## config.mk

```make
export PLATFORM = sky130hd
export DESIGN_NAME = fpu_addsub_seq
export DESIGN_NICKNAME = d
export VERILOG_FILES = /design/src/rtl/fpu_addsub_seq.sv
export SDC_FILE = /design/constraint.sdc
export NUM_CORES = 1
export LEC_CHECK = 0
export CAP_MARGIN = 5
export CORE_UTILIZATION = 60
export DETAILED_ROUTE_END_ITERATION = 6
export DONT_BUFFER_PORTS = 1
export GPL_TIMING_DRIVEN = 1
export PLACE_DENSITY = 0.78
export SYNTH_ARGS = -nofsm -noshare
export SYNTH_HDL_FRONTEND = slang
export SYNTH_SLANG_ARGS = --single-unit
```

## constraint.sdc

```tcl
create_clock -name clock -period 11.5 [get_ports clock]
set_clock_uncertainty 0.1 [all_clocks]
set_input_delay 1.15 -clock clock [delete_from_list [all_inputs] [get_ports clock]]
set_output_delay 1.15 -clock clock [all_outputs]
set_load 0.01 [all_outputs]
```

## src/rtl/fpu_addsub_seq.sv

```systemverilog
// fpu_addsub_seq: multi-cycle FP16 add/subtract sequencer, one datapath stage per clock.
// Define FPU_ADDSUB_OPCNT_EN to add the saturating completed-operation counter (opCount).
//
// state | meaning
// IDLE  | waiting for a request
// SORT  | pick the larger-magnitude operand
// ALIGN | shift the smaller significand to the larger exponent
// ADD   | significand add or subtract
// NORM  | normalize, detect overflow, pack the result
// DONE  | result presented until the consumer takes it
module fpu_addsub_seq #(
  parameter int OPCNT_W = 16
) (
  input  logic        clock,
  input  logic        reset_n,
  input  logic        inValid,
  output logic        inReady,
  input  logic        opSub,
  input  logic [15:0] fpuIn1,
  input  logic [15:0] fpuIn2,
  output logic        outValid,
  input  logic        outReady,
  output logic [15:0] fpuOut,
  output logic        overflow
`ifdef FPU_ADDSUB_OPCNT_EN
  ,
  output logic [OPCNT_W-1:0] opCount
`endif
);

  typedef enum logic [2:0] {IDLE, SORT, ALIGN, ADD, NORM, DONE} state_t;

  state_t      state, nextState;
  logic        accept;
  logic [15:0] opA, opB, largeNum, smallNum;
  logic [10:0] sigL, sigS, alignedSmall;
  logic [4:0]  expDiff;
  logic [11:0] sumReg, sumNext;
  logic [15:0] resultReg, normOut;
  logic        ovfReg, normOvf;
  logic [3:0]  lzc;
  logic [5:0]  expWide, expInc, normShift, expDec;
  logic [9:0]  fracShl;

  if (OPCNT_W < 1) begin : gOpcntWCheck
    $error("OPCNT_W must be at least 1");
  end

  assign inReady  = (state == IDLE) || (state == DONE && outReady);
  assign outValid = (state == DONE);
  assign accept   = inValid && inReady;
  assign fpuOut   = resultReg;
  assign overflow = ovfReg;

  always_ff @(posedge clock or negedge reset_n) begin
    if (!reset_n) state <= IDLE;
    else          state <= nextState;
  end

  always_comb begin
    nextState = state;
    case (state)
      IDLE:    if (accept) nextState = SORT;
      SORT:    nextState = ALIGN;
      ALIGN:   nextState = ADD;
      ADD:     nextState = NORM;
      NORM:    nextState = DONE;
      DONE:    if (outReady) nextState = inValid ? SORT : IDLE;
      default: nextState = IDLE;
    endcase
  end

  // Bits shifted past the LSB are dropped; a shift of 11+ leaves zero.
  assign expDiff      = largeNum[14:10] - smallNum[14:10];
  assign alignedSmall = {|smallNum[14:10], smallNum[9:0]} >> expDiff;
  assign sumNext      = (largeNum[15] == smallNum[15]) ? ({1'b0, sigL} + {1'b0, sigS})
                                                       : ({1'b0, sigL} - {1'b0, sigS});

  always_comb begin
    lzc = 4'd10;
    for (int i = 0; i < 10; i++)
      if (sumReg[i]) lzc = 4'(9 - i);
  end

  assign expWide   = {1'b0, largeNum[14:10]};
  assign expInc    = expWide + 6'd1;
  assign normShift = {2'b00, lzc} + 6'd1;
  assign expDec    = expWide - normShift;
  assign fracShl   = sumReg[9:0] << normShift;

  always_comb begin
    normOut = 16'h0000;
    normOvf = 1'b0;
    if (sumReg[11]) begin
      // Exponent 31 inputs (Inf/NaN treated as finite) also land here.
      if (expInc >= 6'd31) begin
        normOut = {largeNum[15], 5'h1F, 10'h000};
        normOvf = 1'b1;
      end else begin
        normOut = {largeNum[15], expInc[4:0], sumReg[10:1]};
      end
    end else if (sumReg[10]) begin
      normOut = {largeNum[15], largeNum[14:10], sumReg[9:0]};
    end else if (sumReg[9:0] != 10'd0) begin
      if (expWide > normShift) normOut = {largeNum[15], expDec[4:0], fracShl};
    end
  end

  always_ff @(posedge clock or negedge reset_n) begin
    if (!reset_n) begin
      opA       <= '0;
      opB       <= '0;
      largeNum  <= '0;
      smallNum  <= '0;
      sigL      <= '0;
      sigS      <= '0;
      sumReg    <= '0;
      resultReg <= '0;
      ovfReg    <= 1'b0;
    end else begin
      if (accept) begin
        opA <= fpuIn1;
        opB <= {fpuIn2[15] ^ opSub, fpuIn2[14:0]};
      end
      case (state)
        SORT: begin
          // Equal magnitudes pick the second operand as the larger one.
          if (opA[14:0] > opB[14:0]) begin
            largeNum <= opA;
            smallNum <= opB;
          end else begin
            largeNum <= opB;
            smallNum <= opA;
          end
        end
        ALIGN: begin
          sigL <= {|largeNum[14:10], largeNum[9:0]};
          sigS <= alignedSmall;
        end
        ADD:  sumReg <= sumNext;
        NORM: begin
          resultReg <= normOut;
          ovfReg    <= normOvf;
        end
        default: ;
      endcase
    end
  end

`ifdef FPU_ADDSUB_OPCNT_EN
  always_ff @(posedge clock or negedge reset_n) begin
    if (!reset_n)
      opCount <= '0;
    else if (outValid && outReady && (opCount != {OPCNT_W{1'b1}}))
      opCount <= opCount + OPCNT_W'(1);
  end
`endif

endmodule

```

==> results of run 1 <==
## state kept, by name, indices dropped and copies added, names as in the netlist
signal    flops
largeNum     16
sigL         11
fpuOut       16
smallNum     16
sigS         11
state         3
overflow      1
sumReg       12
opB          16
opA          16
## cells in the final DEF, fill, tap and decap left out, types with 3 or more instances in the layout
master     netlist  final
dfrtp_1        118    118
nand2_1        104    104
nor2_1          71     71
a21oi_1         66     66
o21ai_0         61     61
mux2i_1         44     44
ha_1            38     38
inv_1           37     37
mux2_2          21     21
xnor2_1         21     21
clkbuf_16        0     17
nor3_1          15     15
xor2_1          10     10
nand3_1         10     10
nor2b_1         11     10
a22oi_1          9      9
nand2b_1         9      9
a221oi_1         8      8
a31oi_1          7      7
a211oi_1         6      6
nand4_1          6      6
or3_1            6      6
a21o_1           6      6
buf_4            1      6
o31ai_1          5      5
mux4_2           5      5
o21a_1           4      4
and2_1           5      4
o211ai_1         4      4
a22o_1           4      4
and3_1           4      4
nor4_1           4      4
clkinv_4         0      4
a211o_1          3      3
a32oi_1          3      3
or2_2            3      3
or4_1            3      3
a32o_1           3      3
fa_1             3      3
bufinv_16        0      3
## stage by stage
step	instance area, um^2	util (%)	setup slack, ns
after floorplan	7450	-	7.76
after global placement	7500	62.2	7.45
after detailed placement	7500	62.2	7.31
after CTS	8110	67.3	7.29
after global routing	8110	67.3	7.00
final	8110	67.3	7.23
## metal layers
layer | vias up | track usage [%] | part of all wire [%] | routed length (um)
li1 | 2882 | - | - | -
met5 | - | 0 | 0 | 0
met1 | 2970 | 40.4 | 44 | 8160
met4 | 0 | 13.2 | 2.5 | 461
met2 | 199 | 50.6 | 49 | 9140
met3 | 42 | 5.63 | 4.6 | 851
## path summary, 6_finish.rpt
| path | from | endpoint | slack, ns |
|---|---|---|---|
| max in group asynchronous | reset_n | fpuOut[14] | 10.81 |
| worst max-delay path | sumReg[8] | fpuOut[15] | 7.23 |
| worst min-delay path | reset_n | fpuOut[5] | 0.32 |
| worst max register to register | sumReg[8] | fpuOut[15] | 7.23 |
| min in group clock | largeNum[1] | sigL[1] | 0.37 |
| worst min register to register | largeNum[1] | sigL[1] | 0.37 |
## cells by family after synthesis
group / synth area share, %
compound gates: 17.7
simple gates: 16.3
flops: 39.7
fa+ha+maj: 7.19
mux: 10.6
xor+xnor: 3.65
buf+inv: 4.81
other cells: 0.0504
## cell type report
| type | instances | area, um^2 | area share (%) |
|---|---|---|---|
| well taps | 168 | 210 | 2.59 |
| flip-flops and latches | 118 | 2950 | 36.4 |
| clock inverters | 13 | 171 | 2.11 |
| clock buffers | 18 | 439 | 5.41 |
| multi-input cells | 618 | 4160 | 51.2 |
| repair buffers | 6 | 45.0 | 0.555 |
| inverters | 37 | 139 | 1.71 |
==> impl_results.md, run 1 <==
* # placed instances at 947
* Top_reg_cell synth: dfrtp_1
* Synth Instances at 826
* GPL Wtd Cong at 0.882
* Routed wire length at 18600 um
* DRT Pass-1 Iters at 5
* Critical path, cell by cell: and2b_1 -> or2_2 -> a21oi_1 -> buf_4 -> ha_1 -> inv_1 -> ha_1 -> a21o_1 -> a311oi_1 -> o32a_1 -> a21boi_2 -> o311ai_0 -> nand2_1
* Area of the core at 12100 um^2
* Initial antenna violation count at 0
* Setup Fix Bufs, Post-CTS at 0
* I/O Pins at 56
* Post-DP HPWL at ~13000 um
* Top cells by area, synth: dfrtp_1 (40%), ha_1 (6.4%), mux2i_1 (5.9%)
* CTS root buffer: clkbuf_16
* Setup TNS at 0 ns
* Vias at 6093
* Clk buf depth at 2
* Hold crit path type: in -> async
* Status: complete, no violations
* Vias in the first global route at 6119
* Crit path launch type: flop
* Critical Path Max Stage Delay at 0.60 ns
* Port bufs at 0
* Fmax at 234 MHz
* Critical path depth in cells at 13
* Most numerous cell in the Yosys netlist: dfrtp_1
* Cell family with most CP delay: compound AO/OA/AOI/OAI gates
* Slew HR at 17.9%
* Crit path time final at about 4.3 ns
* WP data arrival at between 4 and 5 ns
* CTS HTree Levels at 4
* CP max stage cell: ha_1
* Row Count at 40
* Setup violations, final at 0
* Tcrit/Tclk final at 37.2%
* Post-CTS Hold Fix Bufs at 0
* Synth top cells by count: dfrtp_1 (118), nand2_1 (104), nor2_1 (71), a21oi_1 (66), o21ai_0 (61)
* Clk_lat worst skew at 0.42 ns
* Clock buffers created by TritonCTS at 17
* CP Class: reg -> reg
* Post_cts resized at 0
* Syn_nets at about 900
* Residual DRC at 0
* Nets at 876
* Die width at 113 um
* # diodes at 0
* Synth unique cells at 70
* Synthesized area at 7450 um^2
* Unrepaired setup endpoints after global routing: false
* Worst-path clk slew at 0.06 ns
* FFs w/ async S/R, synth at 100%
* Slew @ Worst Pin at 1.23 ns
* Largest net degree at the start of global routing at 119
* Synth area leader: dfrtp_1
* CP bufs+invs at 2
* Fillers at 1009
* Number of synthesized flops with an enable pin at 0
* FF+latch count, synth at 118
* Worst hold slack at approximately 0.32 ns
* CP most frequent cell: ha_1
* Share of cells above drive strength 1 at under 10%
* First-pass GRT wire length at 30600 um
* WL/cell at 19.0 um
* All-layer global routing usage at 30.8%
* Hold Fails Final Rpt at 0
* Sequential area share after synthesis at 39.7%
* Pins Over Slew Limit at 0
* Syn Area/Cell at 9.02 um^2
* Worst Path Required at 11.70 ns
* CTS tree: built
* Starting Density at 61.7%
* Fin cells at just under 1k
* Share of the synthesized area in the top cell type at 39.7%
* Crit end category: flop
* Clock Sinks at 118
* Max Cap Viol at 0
* Die ar. at 12900 um^2
* DR vias/cell at 6.23
* Starting DRC count in detailed routing at 512
* DIE HEIGHT at 113 um
* Crit-path max FO at 19
* Final ANT Viol Nets at 0
* FF-to-FF path depth at 13
* P&R area growth vs syn at 8.95%
* Yosys warnings at 0
* Total grt overflow at 0
Power of run 1 is left out: the tool's default activity adds up to more than one toggle a clock period on the data nets, which glitch-free logic cannot reach.
==> inputs of run 2 (changes only) <==
==> constraint.sdc (replaced) <==
create_clock -name clock -period 4.42 [get_ports clock]
set_clock_uncertainty 0.1 [all_clocks]
set_input_delay 0.442 -clock clock [delete_from_list [all_inputs] [get_ports clock]]
set_output_delay 0.442 -clock clock [all_outputs]
set_load 0.01 [all_outputs]
==> run 2 against run 1 <==
Compared with the run above:
- utilization increased by 0.10 points
- via count grew 0.13%
- flip-flop and latch count is the same
- register-to-register slack worse by 6.5 ns
- cell area grew 0.15%
- setup slack worse by 6.5 ns
- die area stayed put
- non-clock buffer count is 4 higher
- critical endpoint unchanged
- largest cell class unchanged
==> impl_results.md, run 2 (synthesized netlist as in run 1, its figures left out) <==
* CP most frequent cell: ha_1
* Residual DRC at 0 (unchanged)
* Status: complete, no violations
* Crit end category: flop
* GPL Wtd Cong at 0.906 (+2.7%)
* Critical Path Max Stage Delay at 0.49 ns (-0.11 ns)
* Fillers at 938 (-7.0%)
* Fmax at 270 MHz (+15%)
* Hold depth at 2
* WL/cell at 18.7 um (-1.9%)
* Tcrit/Tclk final at 83.8% (+47 points)
* Final ANT Viol Nets at 0 (unchanged)
* Crit path time final at 3.70 ns (-0.569 ns)
* Clock Sinks at 118 (unchanged)
* Worst reg2reg path endpoint: fpuOut[15]
* Design area at 8130 um^2 (+0.15%)
* Largest net degree at the start of global routing at 119 (unchanged)
* Setup TNS at 0 ns (unchanged)
* Hold crit path type: in -> reg
* Register-to-register setup slack at 0.72 ns (-6.51 ns)
* Nets at 880 (+0.46%)
* WP data arrival at 3.90 ns (-0.57 ns)
* Clk_lat worst skew at 0.42 ns (about the same)
* Slew HR at 37.8% (+20 points)
* CP Class: reg -> reg
* CTS HTree Levels at 4 (unchanged)
* Port bufs at 0 (unchanged)
* Die width at 113 um (unchanged)
* First-pass GRT wire length at 30600 um (-0.20%)
* All-layer global routing usage at 30.5% (-0.33 points)
* Crit path launch type: flop
* Placed cell area at 7520 um^2 (+0.20%)
* Clk buf depth at 2 (unchanged)
* Vias at 6101 (+0.13%)
* Crit-path max FO at 13 (-6)
* Hold Fails Final Rpt at 0 (unchanged)
* # diodes at 0 (unchanged)
* Worst Path Required at 4.62 ns (-7.08 ns)
* Share of cells above drive strength 1 at 9.94% (+0.19 points)
* I/O Pins at 56 (unchanged)
* Min-Delay Endpoint: opB[4]
* P&R area growth vs syn at 9.12%
* Max Cap Viol at 0 (unchanged)
* Commonest non-fill, non-tap cell in the layout: dfrtp_1
* Pins Over Slew Limit at 0 (unchanged)
* FF-to-FF path depth at 13 (unchanged)
* R2R Path Start: sumReg[8]
* Vias in the first global route at 6111 (-0.13%)
* Slew @ Worst Pin at 0.931 ns (-0.296 ns)
* FF+latch area at 2950 um^2 (unchanged)
* Worst-path clk slew at 0.06 ns (about the same)
* Unrepaired setup endpoints after global routing: false
* Post_cts resized at 0 (unchanged)
* Initial antenna violation count at 0 (unchanged)
* Routed wire length at 18300 um (-1.4%)
* Total grt overflow at 0 (unchanged)
* DR vias/cell at 6.21 (-0.38%)
* Starting DRC count in detailed routing at 423 (-17%)
* DIE HEIGHT at 113 um (unchanged)
* DRT Pass-1 Iters at 5 (unchanged)
* Row Count at 40 (unchanged)
* CTS root buffer: clkbuf_16
* Setup violations, final at 0 (unchanged)
* CTS tree: built
* CP max stage cell: dfrtp_1
* Setup Fix Bufs, Post-CTS at 0 (unchanged)
* Area of the core at 12100 um^2 (unchanged)
* Most frequent cells in the layout: dfrtp_1 (118), nand2_1 (104), nor2_1 (71)
* Clock buffers created by TritonCTS at 17 (unchanged)
* Starting Density at 61.7% (unchanged)
* Multi-input gate area at 4160 um^2 (unchanged)
* HP Start: fpuIn2[4]
* Post-DP HPWL at 12800 um (-1.9%)
* Die ar. at 12900 um^2 (unchanged)
* Post-CTS Hold Fix Bufs at 2 (+2)
* Critical path, cell by cell: and2b_1 -> or2_2 -> a21oi_1 -> buf_4 -> ha_1 -> inv_1 -> ha_1 -> a21o_1 -> a311oi_1 -> o32a_1 -> a21boi_2 -> o311ai_0 -> nand2_1
[run 2: metal layers]
layer | routed length (um) | up-vias | global-route usage [%]
met5 | 0 | - | 0
met4 | 426 | 0 | 11.9
met3 | 1050 | 39 | 7.01
met2 | 9100 | 213 | 51.0
met1 | 7770 | 2961 | 38.7
li1 | - | 2888 | -
[run 2: cell type report]
cell class / count / area share, %
Tap cell: 168 / 2.59
Sequential cell: 118 / 36.3
Clock buffer: 22 / 5.84
Inverter: 37 / 1.71
Clock inverter: 10 / 1.19
Timing Repair Buffer: 10 / 1.20
Multi-Input combinational cell: 618 / 51.1
[run 2: worst max-delay path, delay by kind of cell, from the launching register on]
| kind | cells | cell delay, ns |
|---|---|---|
| compound gates | 6 | 1.41 |
| simple gates | 3 | 0.63 |
| fa+ha+maj | 2 | 0.55 |
| flops | 1 | 0.49 |
| buf+inv | 2 | 0.40 |
[run 2: worst max path at each step]
stage                         start          to  cells past startpoint
after global placement    sumReg[8]  fpuOut[15]                     13
after CTS                 sumReg[8]  fpuOut[15]                     13
after global routing      sumReg[4]  fpuOut[15]                     13
final                     sumReg[8]  fpuOut[15]                     13
after detailed placement  sumReg[8]  fpuOut[15]                     13
after floorplan           sumReg[4]  fpuOut[10]                     16
[run 2: through the flow]
stage               hold slack, ns  utilization, %  worst slack [ns]  cells
finish                      0.0404            67.4             0.716    983
global placement            0.0486            62.3             0.906    949
global route                0.0343            67.4             0.472    983
CTS                         0.0369            67.4             0.753    983
detailed placement          0.0492            62.3             0.751    949
floorplan                   0.0464               -             0.678    826
Power of run 2 is left out for the same reason.
==> inputs of run 3 (changes only) <==
--- a/config.mk
+++ b/config.mk
@@ -6,7 +6,7 @@
 export NUM_CORES = 1
 export LEC_CHECK = 0
 export CAP_MARGIN = 5
-export CORE_UTILIZATION = 60
+export CORE_UTILIZATION = 58
 export DETAILED_ROUTE_END_ITERATION = 6
 export DONT_BUFFER_PORTS = 1
 export GPL_TIMING_DRIVEN = 1
==> constraint.sdc (replaced) <==
create_clock -name clock -period 3.1 [get_ports clock]
set_clock_uncertainty 0.1 [all_clocks]
set_input_delay 0.31 -clock clock [delete_from_list [all_inputs] [get_ports clock]]
set_output_delay 0.31 -clock clock [all_outputs]
set_load 0.01 [all_outputs]
==> run 3 against run 2 <==
Compared with the run above:
- the flow now finishes with violations (negative hold slack)
- via count grew 8.1%
- count of clock-buffer cells in the layout shrank 4
- largest cell class unchanged
- non-clock buffer count grew 69
- wire length grew 16%
- die area grew 3.4%
- fmax grew 21%
- flip-flop and latch count is the same
- critical path depth is the same
- cell count grew 7.5%
- register-to-register slack lost 0.69 ns
- sequential share of layout area shrank 3.3 points
==> impl_results.md, run 3 (synthesized netlist as in run 1, its figures left out) <==
* Status: complete, but fails checks
* Failing checks: negative hold slack
* I/O Pins at 56 (unchanged)
* DRT Pass-1 Iters at 6 (+1)
* Vias at 6597 (+8.1%)
* CTS HTree Levels at 4 (unchanged)
* Clk buf depth at 2 (unchanged)
* Initial antenna violation count at 0 (unchanged)
* Crit path time final at 3.07 ns (-0.631 ns)
* Row Count at 41 (+2.5%)
* Crit path launch type: flop
* CTS root buffer: clkbuf_16
* GPL Wtd Cong at 0.952 (+5.1%)
* Slew @ Worst Pin at 0.614 ns (-0.317 ns)
* Fillers at 893 (-4.8%)
* Clk_lat worst skew at 0.43 ns (about the same)
* P&R area growth vs syn at 20.1%
* Die ar. at 13300 um^2 (+3.4%)
* CTS tree: built
* Residual DRC at 0 (unchanged)
* All-layer global routing usage at 33.7% (+3.2 points)
* Hold Fails Final Rpt at 118 (+118)
* Die width at 115 um (+1.7%)
* Fin worst setup slack at 0.0262 ns (-0.689 ns)
* Commonest non-fill, non-tap cell in the layout: dfrtp_1
* Post-DP HPWL at 13900 um (+8.5%)
* WL/cell at 20.2 um (+8.2%)
* Design area at 8940 um^2 (+10%)
* Worst-path clk slew at 0.06 ns (about the same)
* Post-CTS Hold Fix Bufs at 34 (+32)
* Placed cell area at 7850 um^2 (+4.4%)
* Slew HR at 59.1% (+21 points)
* Pins Over Slew Limit at 0 (unchanged)
* Vias in the first global route at 6713 (+9.9%)
* # diodes at 0 (unchanged)
* Place WS at -0.112 ns (-0.863 ns)
* First-pass GRT wire length at 33600 um (+10%)
* Multi-input gate area at 4310 um^2 (+3.6%)
* DIE HEIGHT at 115 um (+1.7%)
* Share of cells above drive strength 1 at 15.8% (+5.9 points)
* Fmax at 325 MHz (+21%)
* Port bufs at 0 (unchanged)
* WP data arrival at 3.31 ns (-0.59 ns)
* Clock buffers created by TritonCTS at 17 (unchanged)
* Max Cap Viol at 0 (unchanged)
* Tcrit/Tclk final at 99.2% (+15 points)
* Final ANT Viol Nets at 0 (unchanged)
* Most frequent cells in the layout: dfrtp_1 (118), nand2_1 (104), nor2_1 (71)
* CP Class: reg -> reg
* Nets at 950 (+8.0%)
* Total grt overflow at 0 (unchanged)
* Worst hold slack at -0.518 ns (-0.558 ns)
* Clock Sinks at 118 (unchanged)
* Largest net degree at the start of global routing at 119 (unchanged)
* Area of the core at 12600 um^2 (+4.2%)
* Starting Density at 59.3% (-2.5 points)
* Hold crit path type: in -> async
* FF+latch area at 2950 um^2 (unchanged)
* Starting DRC count in detailed routing at 520 (+23%)
* Worst Path Required at 3.34 ns (-1.28 ns)
* DR vias/cell at 6.24 (+0.56%)
* Crit end category: flop
* Crit-path max FO at 6 (-7)
* Setup violations, final at 0 (unchanged)
* Routed wire length at 21300 um (+16%)
* Unrepaired setup endpoints after global routing: true
run 3: worst paths after layout:
path,slack (ns),cells past startpoint,to,startpoint
max in group asynchronous,3.24,0,fpuOut[8],reset_n
worst max-delay path,0.03,13,fpuOut[9],sumReg[1]
worst min-delay path,-0.52,0,sigL[9],reset_n
min in group clock,0.02,3,state[2],outReady
worst max register to register,0.03,13,fpuOut[9],sumReg[1]
worst min register to register,0.38,2,sigL[9],sigL[9]
run 3: per-stage QoR:
step	instances	utilization, %	TNS (ns)
floorplan	826	-	-0.723
global placement	985	62.5	-0.0377
detailed placement	985	62.5	-0.395
CTS	1051	70.3	0
global route	1057	71.2	-0.308
finish	1057	71.2	0
run 3: worst max-delay path, cell delays in order (launching register included):
cell and delay, ns:
dfrtp_1 0.41, nand2b_4 0.15, a221o_1 0.35, a21oi_4 0.19, ha_4 0.19, inv_6 0.04, ha_4 0.25, a21o_1 0.17
a311oi_2 0.12, o32a_1 0.25, buf_6 0.15, a21boi_4 0.26, o211ai_1 0.15, o31ai_2 0.19
run 3: routing by layer:
layer  track usage (%)  vias up  wire, um
li1                  -     3019         -
met1              35.0     3201      7640
met3              8.54       97      1070
met2              60.5      280     11400
met5                 0        -         0
met4              21.8        0      1180
run 3: what timing repair did:
item,in CTS,in global routing
buffers inserted,0,5
setup endpoints to repair,12,23
resized for setup,2,15
cloned,0,1
hold endpoints to repair,151,118
pin swaps,0,10
run 3: area by class of cell:
| type | count | area share (%) |
|---|---|---|
| clock buffers | 18 | 4.91 |
| multi-input cells | 619 | 48.1 |
| flip-flops and latches | 118 | 33.0 |
| well taps | 172 | 2.41 |
| inverters | 37 | 1.61 |
| clock inverters | 14 | 2.11 |
| repair buffers | 79 | 7.81 |
Power of run 3 is left out for the same reason.
